==> src/rtl/graphpulse_pkg.sv <==
// graphpulse_pkg: shared memory-command encodings, tag-table entry type and arbiter states
`ifndef XLEN
`define XLEN 32
`endif
package graphpulse_pkg;
  localparam logic [1:0] MEM_NONE  = 2'd0;
  localparam logic [1:0] MEM_LOAD  = 2'd1;
  localparam logic [1:0] MEM_STORE = 2'd2;
  localparam int NUM_TAGS = 16;
  localparam int OWNER_W  = 3;
  typedef struct packed {
    logic               valid;
    logic [OWNER_W-1:0] owner;
  } tag_entry_t;
  typedef enum logic [1:0] {ST_RUN, ST_DRAIN, ST_QUIET} state_t;
endpackage

==> src/rtl/vertexmem_arbiter_if.sv <==
// vertexmem_arbiter_if: vertex-memory port; master is the arbiter, slave is the memory
interface vertexmem_arbiter_if #(
  parameter int ADDR_W = `XLEN
);
  logic [1:0]        mem_command;
  logic [ADDR_W-1:0] mem_addr;
  logic [63:0]       mem_st_data;
  logic [1:0]        mem_size;
  logic [3:0]        mem_response;
  logic [63:0]       mem_ld_data;
  logic [3:0]        mem_tag;
  modport master (
    output mem_command, mem_addr, mem_st_data, mem_size,
    input  mem_response, mem_ld_data, mem_tag
  );
  modport slave (
    input  mem_command, mem_addr, mem_st_data, mem_size,
    output mem_response, mem_ld_data, mem_tag
  );
endinterface

==> src/rtl/vertexmem_arbiter_rr_pick.sv <==
// rr_pick: round-robin picker; the first request at or after ptr (mod N) wins
module rr_pick #(
  parameter int N = 4
) (
  input  logic [N-1:0]         req,
  input  logic [$clog2(N)-1:0] ptr,
  output logic [N-1:0]         gnt,
  output logic [$clog2(N)-1:0] idx,
  output logic                 any
);
  localparam int W = $clog2(N);
  always_comb begin
    idx = '0;
    any = 1'b0;
    for (int k = N - 1; k >= 0; k--) begin
      if (req[W'((int'(ptr) + k) % N)]) begin
        idx = W'((int'(ptr) + k) % N);
        any = 1'b1;
      end
    end
    gnt = any ? (N'(1) << idx) : '0;
  end
endmodule

==> src/rtl/vertexmem_arbiter.sv <==
// vertexmem_arbiter: round-robin share of the vertex-memory port with tag-routed load completions
// Defining VMEM_ARB_STATS_EN adds saturating stat_grants/stat_rejects counters.
module vertexmem_arbiter
  import graphpulse_pkg::*;
#(
  parameter int NUM_REQ = 4,
  parameter int ADDR_W  = `XLEN
) (
  input  logic                      clock,
  input  logic                      reset,
  input  logic [NUM_REQ-1:0]        req_valid,
  input  logic [2*NUM_REQ-1:0]      req_command,
  input  logic [ADDR_W*NUM_REQ-1:0] req_addr,
  input  logic [64*NUM_REQ-1:0]     req_st_data,
  input  logic [2*NUM_REQ-1:0]      req_size,
  output logic [NUM_REQ-1:0]        req_accept,
  output logic [NUM_REQ-1:0]        resp_valid,
  output logic [63:0]               resp_data,
  input  logic                      drain,
`ifdef VMEM_ARB_STATS_EN
  output logic [31:0]               stat_grants,
  output logic [31:0]               stat_rejects,
`endif
  output logic                      idle,
  vertexmem_arbiter_if.master       mem
);
  localparam int IDX_W = $clog2(NUM_REQ);
  state_t state_q, state_d;
  logic [IDX_W-1:0] rr_ptr_q, rr_ptr_d, g_idx;
  tag_entry_t [NUM_TAGS-1:0] tbl_q, tbl_d;
  logic [3:0] out_cnt_q, out_cnt_d;
  logic [NUM_REQ-1:0] resp_valid_q, resp_valid_d, pick_req, g_oh;
  logic [63:0] resp_data_q, resp_data_d;
  logic [1:0] g_cmd;
  logic pick_any, granted, accepted, ld_acc, cpl;

  rr_pick #(.N(NUM_REQ)) u_pick (.req(pick_req), .ptr(rr_ptr_q), .gnt(g_oh), .idx(g_idx), .any(pick_any));

  always_comb begin
    pick_req = '0;
    for (int i = 0; i < NUM_REQ; i++) pick_req[i] = req_valid[i] && req_command[2*i +: 2] != MEM_NONE;
    // the port stays at NONE while reset is held, even with requests pending
    granted = reset && state_q == ST_RUN && pick_any;
    g_cmd = req_command[2*int'(g_idx) +: 2];
    mem.mem_command = granted ? g_cmd : MEM_NONE;
    mem.mem_addr = granted ? req_addr[ADDR_W*int'(g_idx) +: ADDR_W] : '0;
    mem.mem_st_data = granted ? req_st_data[64*int'(g_idx) +: 64] : '0;
    mem.mem_size = granted ? req_size[2*int'(g_idx) +: 2] : '0;
    accepted = granted && mem.mem_response != '0;
    req_accept = accepted ? g_oh : '0;
    ld_acc = accepted && g_cmd == MEM_LOAD;
    cpl = mem.mem_tag != '0 && tbl_q[mem.mem_tag].valid;
    rr_ptr_d = accepted ? IDX_W'((int'(g_idx) + 1) % NUM_REQ) : rr_ptr_q;
    tbl_d = tbl_q;
    if (cpl) tbl_d[mem.mem_tag].valid = 1'b0;
    // allocate after retiring so a tag completed and reissued in one cycle ends up owned by the new requester
    if (ld_acc) tbl_d[mem.mem_response] = '{valid: 1'b1, owner: OWNER_W'(g_idx)};
    out_cnt_d = out_cnt_q + 4'(ld_acc) - 4'(cpl);
    resp_valid_d = cpl ? (NUM_REQ'(1) << tbl_q[mem.mem_tag].owner) : '0;
    resp_data_d = cpl ? mem.mem_ld_data : '0;
  end

  always_comb begin
    state_d = state_q;
    case (state_q)
      ST_RUN:   state_d = drain ? ST_DRAIN : ST_RUN;
      ST_DRAIN: state_d = !drain ? ST_RUN : (out_cnt_q == '0 ? ST_QUIET : ST_DRAIN);
      ST_QUIET: state_d = drain ? ST_QUIET : ST_RUN;
      default:  state_d = ST_RUN;
    endcase
  end

  always_ff @(posedge clock or negedge reset) begin
    if (!reset) begin
      state_q <= ST_RUN;
      rr_ptr_q <= '0;
      tbl_q <= '0;
      out_cnt_q <= '0;
      resp_valid_q <= '0;
      resp_data_q <= '0;
    end else begin
      state_q <= state_d;
      rr_ptr_q <= rr_ptr_d;
      tbl_q <= tbl_d;
      out_cnt_q <= out_cnt_d;
      resp_valid_q <= resp_valid_d;
      resp_data_q <= resp_data_d;
    end
  end

  assign resp_valid = resp_valid_q;
  assign resp_data = resp_data_q;
  assign idle = state_q == ST_QUIET;

`ifdef VMEM_ARB_STATS_EN
  logic [31:0] grants_q, grants_d, rejects_q, rejects_d;
  always_comb begin
    grants_d = (accepted && !(&grants_q)) ? grants_q + 32'd1 : grants_q;
    rejects_d = (granted && !accepted && !(&rejects_q)) ? rejects_q + 32'd1 : rejects_q;
  end
  always_ff @(posedge clock or negedge reset) begin
    if (!reset) begin
      grants_q <= '0;
      rejects_q <= '0;
    end else begin
      grants_q <= grants_d;
      rejects_q <= rejects_d;
    end
  end
  assign stat_grants = grants_q;
  assign stat_rejects = rejects_q;
`endif
endmodule

==> src/flat_wrapper.sv <==
// flat-port wrapper written by rule: the top's interface ports become plain ports
module vertexmem_arbiter_flat import graphpulse_pkg::*;
#(
  parameter int NUM_REQ = 4,
  parameter int ADDR_W  = `XLEN
)
  (clock, reset, req_valid, req_command, req_addr, req_st_data, req_size, req_accept, resp_valid, resp_data, drain, idle, mem_mem_command, mem_mem_addr, mem_mem_st_data, mem_mem_size, mem_mem_response, mem_mem_ld_data, mem_mem_tag);
  vertexmem_arbiter_if #(.ADDR_W(ADDR_W)) mem_i ();
  input  logic clock;
  input  logic reset;
  input  logic [NUM_REQ-1:0] req_valid;
  input  logic [2*NUM_REQ-1:0] req_command;
  input  logic [ADDR_W*NUM_REQ-1:0] req_addr;
  input  logic [64*NUM_REQ-1:0] req_st_data;
  input  logic [2*NUM_REQ-1:0] req_size;
  output logic [NUM_REQ-1:0] req_accept;
  output logic [NUM_REQ-1:0] resp_valid;
  output logic [63:0] resp_data;
  input  logic drain;
  output logic idle;
  output wire logic [$bits(mem_i.mem_command)-1:0] mem_mem_command;
  output wire logic [$bits(mem_i.mem_addr)-1:0] mem_mem_addr;
  output wire logic [$bits(mem_i.mem_st_data)-1:0] mem_mem_st_data;
  output wire logic [$bits(mem_i.mem_size)-1:0] mem_mem_size;
  input wire logic [$bits(mem_i.mem_response)-1:0] mem_mem_response;
  input wire logic [$bits(mem_i.mem_ld_data)-1:0] mem_mem_ld_data;
  input wire logic [$bits(mem_i.mem_tag)-1:0] mem_mem_tag;
  assign mem_mem_command = mem_i.mem_command;
  assign mem_mem_addr = mem_i.mem_addr;
  assign mem_mem_st_data = mem_i.mem_st_data;
  assign mem_mem_size = mem_i.mem_size;
  assign mem_i.mem_response = mem_mem_response;
  assign mem_i.mem_ld_data = mem_mem_ld_data;
  assign mem_i.mem_tag = mem_mem_tag;
  vertexmem_arbiter #(.NUM_REQ(NUM_REQ), .ADDR_W(ADDR_W)) u_core (.clock(clock), .reset(reset), .req_valid(req_valid), .req_command(req_command), .req_addr(req_addr), .req_st_data(req_st_data), .req_size(req_size), .req_accept(req_accept), .resp_valid(resp_valid), .resp_data(resp_data), .drain(drain), .idle(idle), .mem(mem_i));
endmodule
==> config.mk <==
export PLATFORM = sky130hd
export DESIGN_NAME = vertexmem_arbiter_flat
export DESIGN_NICKNAME = d
export VERILOG_FILES = /design/src/rtl/graphpulse_pkg.sv /design/src/rtl/vertexmem_arbiter_if.sv /design/src/rtl/vertexmem_arbiter_rr_pick.sv /design/src/rtl/vertexmem_arbiter.sv /design/src/flat_wrapper.sv
export SDC_FILE = /design/constraint.sdc
export NUM_CORES = 1
export LEC_CHECK = 0
export BUFFER_PORTS_ARGS = -buffer_cell sky130_fd_sc_hd__buf_2
export CORE_AREA = 2 2 254 256
export CTS_BUF_LIST = sky130_fd_sc_hd__clkbuf_4
export DETAILED_ROUTE_END_ITERATION = 7
export DIE_AREA = 0 0 256 258
export GPL_TIMING_DRIVEN = 0
export PLACE_DENSITY = 0.43
export SYNTH_ARGS = -nofsm -noshare
export SYNTH_HDL_FRONTEND = slang
export SYNTH_SLANG_ARGS = --single-unit
==> constraint.sdc <==
create_clock -name clock -period 4.2 [get_ports clock]
set_input_delay 0.84 -clock clock [delete_from_list [all_inputs] [get_ports clock]]
set_output_delay 0.84 -clock clock [all_outputs]
set_load 0.005 [all_outputs]
==> impl_metrics.tcl, run 1 <==
set metrics [dict create \
    cts_tree "yes" \
    r2r_cells 11 \
    synth_top_cells_by_count "a211oi_1 (197), and2_1 (167), dfrtp_1 (123), mux2i_1 (98), clkbuf_1 (78)" \
    synth_most_common_cell "a211oi_1" \
    yosysWarningCount 0 \
    fp.dieH_um 258 \
    post_synth.cell_area_avg_um2 9.89 \
    wire_per_inst_um 23.8 \
    p_leak_nw 6.76 \
    cp-start-kind "input port" \
    synth_edf_count 0 \
    grt.total_usage_pct 17.0 \
    setup_viol 0 \
    gr-total-overflow 0 \
    dp_hpwl_mm 49.5 \
    ir_drop_uv 135 \
    cp_cell_sequence "buf_2, o21a_1, a31o_2, a21boi_1, buf_4, inv_1, buf_12, clkbuf_8, clkbuf_4, and2_1, a211oi_1, a211oi_1, buf_2" \
    grt_start_max_net_pins 50 \
    fin_cells 2421 \
    fin_crit_sh_pct 96.2 \
    dieArea_mm2 0.0660 \
    maxCapViolCount 0 \
    cp.required_ns 3.36 \
    insertion_delay_ns 0.57 \
    drt-vias-per-instance 4.23 \
    worst_pin_slew_ns 0.962 \
    max-slew-margin-rel_pct 35.9 \
    nFillCells 7166 \
    place_ws_ns -1.37 \
    cts_buffers 17 \
    dp.cells 2373 \
    grt_pass1_wl_mm 79.5 \
    cts.sinks 123 \
    die_x_um 256 \
    area_growth_pct 59.1 \
    setup_tns_ns 0 \
    io_buffer_count 648 \
    slew_violations 0 \
    critPathKind "in2out" \
    critPathSlowestCell "a31o_2" \
    drive_above_1_share_pct 51.9 \
    critPathMaxFanout 10 \
    yosys.area.top_type "dfrtp_1" \
    power.density_mw_per_mm2 400 \
    hp-class "in2async" \
    antenna_found_initial 42 \
    drt_first_pass_iters 5 \
    synth_area_leaders "dfrtp_1 (36%), a211oi_1 (17%), and2_1 (12%)" \
    fmaxAchievable_mhz 248 \
    fin_skew_ns 0.0222 \
    clock_path_buffers 2 \
    hold_buffers 0 \
    num-nets-final 2031 \
    netlist_area_mm2 0.00860 \
    grt_pass1_vias 10694 \
    clockRootBuffer "clkbuf_4" \
    synth-seq-cells 123 \
    drtAntennaViolNets 0 \
    fin_total_pwr_mw 5.47 \
    max_stage_delay_ns 0.28 \
    wirelength_mm 57.7 \
    ys.flop_type "dfrtp_1" \
    drt_iter0_drc 523 \
    worst_setup_path_end_kind "primary output" \
    final.setup.worst_slack_ns 0.160 \
    synth.net_count 1358 \
    start_util_pct 13.5 \
    ioPinCount 652 \
    vias 10232 \
    place_congestion 0.963 \
    synth-seq-area-share_pct 35.8 \
    synth_top_area_share_pct 35.8 \
    synthCells 869 \
    cts_max_level 4 \
    arrival_ns 3.20 \
    status "finished, final reports clean" \
    drc 0 \
    hold_viol 0 \
    core-area_mm2 0.0636 \
    path_clk_slew_ns 0.14 \
    fin_crit_ns 4.04 \
    placementRows 93 \
    synthArstFlopShare_pct 100 \
    synth_cell_types 46 \
]
[state kept, by name, summed over array words and instances, names as in the netlist]
name	cells
u_core.resp_data	64
u_core.state_q	2
u_core.tbl_q	47
u_core.rr_ptr_q	2
u_core.resp_valid	4
u_core.out_cnt_q	4
[metal layers]
metal / vias to the layer above / global-route usage (%) / wire (µm)
li1: 4626 / - / -
met1: 4890 / 19.5 / 22700
met2: 595 / 30.3 / 28500
met3: 109 / 4.95 / 4660
met4: 12 / 5.15 / 1780
met5: - / 0 / 74
[per-stage QoR]
stage | cell area (µm²) | util (%) | hold WS (ns)
2_1_floorplan | 8600 | - | 0.425
3_3_place_gp | 12900 | 20.3 | 0.444
3_5_place_dp | 12900 | 20.3 | 0.444
4_1_cts | 13600 | 21.3 | 0.154
5_1_grt | 13700 | 21.5 | 0.167
6_report | 13700 | 21.5 | 0.181
[critical path, delay by kind of cell]
kind                   cells  cell delay [ns]
AO/OA/AOI/OAI              5             0.97
buffers and inverters      7             1.22
AND/OR/NAND/NOR            1             0.16
[power breakdown]
group,switching (mW),internal (mW)
clock network,0.534,0.500
logic,1.76,1.18
registers,0.0982,1.39
[worst paths after layout]
kind / slack, ns / start / to
worst max-delay path: 0.16 / req_command[6] / mem_mem_addr[12]
worst min-delay path: 0.18 / reset / u_core.resp_data[10]
worst max register to register: 0.46 / u_core.rr_ptr_q[1] / u_core.out_cnt_q[2]
worst min register to register: 0.48 / u_core.tbl_q[1] / u_core.tbl_q[1]
max in group asynchronous: 3.25 / reset / u_core.resp_data[11]
min in group clock: 0.46 / mem_mem_ld_data[37] / u_core.resp_data[37]
[layout make-up]
| class | instances | area [µm²] | share of cell area [%] |
|---|---|---|---|
| Clock inverter | 15 | 226 | 1.66 |
| Multi-Input combinational cell | 645 | 5290 | 38.7 |
| Sequential cell | 123 | 3080 | 22.5 |
| Buffer | 88 | 468 | 3.42 |
| Tap cell | 855 | 1070 | 7.82 |
| Clock buffer | 17 | 128 | 0.933 |
| Inverter | 13 | 50.0 | 0.366 |
| Timing Repair Buffer | 654 | 3340 | 24.4 |
| Antenna cell | 11 | 27.5 | 0.201 |
[cells by family after synthesis]
group           share of synthesized area, %
xor+xnor                               0.204
fa+ha+maj                               1.54
compound gates                          21.5
mux                                     19.4
flops                                   35.8
buf+inv                                 4.51
simple gates                            17.1
[layout by cell type (no fill, tap or decap), drive strengths merged, types with 4 or more instances in the layout]
cell | synthesis | final
buf | 10 | 666
a211oi | 198 | 198
and2 | 167 | 167
dfrtp | 123 | 123
mux2i | 98 | 98
clkbuf | 78 | 91
o21ai | 36 | 36
mux2 | 31 | 31
inv | 13 | 22
nor4 | 16 | 16
mux4 | 15 | 15
diode | 0 | 11
nand2 | 10 | 10
ha | 9 | 9
nor2 | 8 | 8
nand4 | 7 | 7
nand3 | 6 | 6
o21a | 5 | 5
nor2b | 5 | 5
bufinv | 0 | 4
[timing repair]
item / 4_1_cts / 5_1_grt
endpoints found under the setup margin: 106 / 62
pin swaps: 5 / 4
gates resized for setup: 87 / 32
setup buffers: 1 / 3
gates cloned: 1 / 0
(Power assumes the default switching activity.)
==> run 2, diff against run 1 <==
GPL_TIMING_DRIVEN = unset   (was 0)
==> run 2 against run 1 <==
Net effect: global-route usage fell by 2.0 points; cell area shrank 2.2%; sequential share of layout area increased by 0.48 points; worst setup slack improved by 0.12 ns; first-iteration DRC count grew 2.3%; non-clock buffer count is 47 lower; sequential power barely moved; critical path depth down 3; combinational power shrank 8.5%; core utilization decreased by 0.47 points; fmax increased by 3.0%; via count down 4.6%; critical path type unchanged; largest power group unchanged; highest routed layer unchanged.
==> impl_metrics.tcl, run 2 (synthesized netlist as in run 1, its figures left out) <==
set metrics [dict create \
    status "finished, final reports clean" \
    fmaxAchievable_mhz 255 \
    final_cell_area_mm2 0.0134 \
    critPathSlowestCell "a211oi_1" \
    nFillCells 7186 \
    drt-vias-per-instance 4.10 \
    rsz0062_at_grt "false" \
    cts.sinks 123 \
    slew_violations 0 \
    maxCapViolCount 0 \
    grt_start_max_net_pins 122 \
    cp_cell_sequence "buf_2, o21ai_1, o21ai_0, a21boi_4, buf_4, buf_12, mux2i_1, buf_4, a211oi_1, buf_2" \
    final_common_cell "buf_2" \
    setup_viol 0 \
    worst_pin_slew_ns 0.782 \
    num-nets-final 1984 \
    critPathKind "in2out" \
    vias 9757 \
    grt.total_usage_pct 15.0 \
    cp-start-kind "input port" \
    ir_drop_uv 195 \
    power.density_mw_per_mm2 374 \
    grt_pass1_vias 10239 \
    fin_crit_sh_pct 93.4 \
    arrival_ns 3.08 \
    placementRows 93 \
    clockRootBuffer "clkbuf_4" \
    max-slew-margin-rel_pct 47.8 \
    area_growth_pct 55.6 \
    grt_pass1_wl_mm 72.1 \
    cp.required_ns 3.36 \
    io_buffer_count 651 \
    start_util_pct 13.5 \
    gr-total-overflow 0 \
    crit_buf_inv 5 \
    hp-class "reg2reg" \
    post_dp_cell_area_mm2 0.0130 \
    drive_above_1_share_pct 52.1 \
    drtAntennaViolNets 0 \
    worst_setup_path_end_kind "primary output" \
    final_cell_mix "buf_2 (650), a211oi_1 (194), and2_1 (167), dfrtp_1 (123), mux2i_1 (98)" \
    clock_path_buffers 2 \
    wirelength_mm 51.0 \
    core-area_mm2 0.0636 \
    drt_iter0_drc 535 \
    drt_first_pass_iters 4 \
    crit_family "compound AO/OA/AOI/OAI gates" \
    die_x_um 256 \
    p_leak_nw 6.65 \
    insertion_delay_ns 0.58 \
    hold_viol 0 \
    max_stage_delay_ns 0.36 \
    largest_reg_flops 64 \
    path_clk_slew_ns 0.13 \
    cts_tree "yes" \
    place_congestion 0.928 \
    cts_max_level 4 \
    dp_hpwl_mm 43.3 \
    critPathMaxFanout 30 \
    cts_buffers 17 \
    fin_skew_ns 0.0282 \
    drc 0 \
    dieArea_mm2 0.0660 \
    setup_tns_ns 0 \
    fin_crit_ns 3.92 \
    wire_per_inst_um 21.4 \
    antenna_found_initial 36 \
    fp.dieH_um 258 \
    ioPinCount 652 \
]
[run 2: cell count changes in the layout (fill, tap and decap cells not counted), sizes merged]
cell,delta
bufbuf,-1
clkinv,+2
buf,+29
clkbuf,-74
diode,+7
clkdlybuf4s15,-1
clkinvlp,+3
inv,-1
bufinv,-4
[run 2: metal layers]
metal | up-vias | part of all wire [%] | track usage, %
li1 | 4534 | - | -
met1 | 4634 | 41 | 17.6
met2 | 506 | 48 | 26.0
met3 | 79 | 7.3 | 3.68
met4 | 4 | 3.8 | 6.30
met5 | - | 0.057 | 0
[run 2: final timing paths]
| path | from | to | slack (ns) | cells past startpoint |
|---|---|---|---|---|
| min | u_core.tbl_q[1] | u_core.tbl_q[1] | 0.39 | 0 |
| min reg2reg | u_core.tbl_q[1] | u_core.tbl_q[1] | 0.39 | 0 |
| max reg2reg | u_core.rr_ptr_q[1] | u_core.out_cnt_q[1] | 0.80 | 10 |
| max | req_command[0] | mem_mem_st_data[2] | 0.28 | 10 |
| max in group asynchronous | reset | u_core.resp_data[57] | 2.42 | 3 |
| min in group asynchronous | reset | u_core.rr_ptr_q[0] | 0.48 | 2 |
[run 2: area by class of cell]
cell class | count | area [µm²] | area share, %
antenna | 18 | 45.0 | 0.337
clock buffer | 17 | 128 | 0.954
inverter | 13 | 55.1 | 0.411
tap | 855 | 1070 | 8.00
timing repair buffer | 695 | 3690 | 27.6
multi-input combinational | 645 | 5170 | 38.6
sequential | 123 | 3080 | 23.0
clock inverter | 15 | 148 | 1.10
[run 2: metrics by stage]
| stage | hold slack, ns | cells | util, % | worst slack [ns] | total power [mW] |
|---|---|---|---|---|---|
| global placement | 0.365 | 2331 | 20.5 | 0.108 | 4.23 |
| global route | 0.373 | 2374 | 21.0 | 0.0469 | 5.41 |
| CTS | 0.378 | 2363 | 20.9 | 0.0438 | 5.10 |
| detailed placement | 0.365 | 2331 | 20.5 | 0.131 | 4.24 |
| finish | 0.393 | 2381 | 21.0 | 0.278 | 5.01 |
| floorplan | 0.425 | 869 | - | 0.424 | 3.02 |
[run 2: power breakdown]
group	total [mW]	switching (mW)	internal [mW]
Clock	0.823	0.557	0.265
Combinational	2.69	1.54	1.15
Sequential	1.50	0.103	1.39
[run 2: repair_timing]
action / 4_1_cts / 5_1_grt
hold buffers: 0 / 0
setup buffers: 0 / 0
setup endpoints to repair: 0 / 5
gates resized for setup: 0 / 5
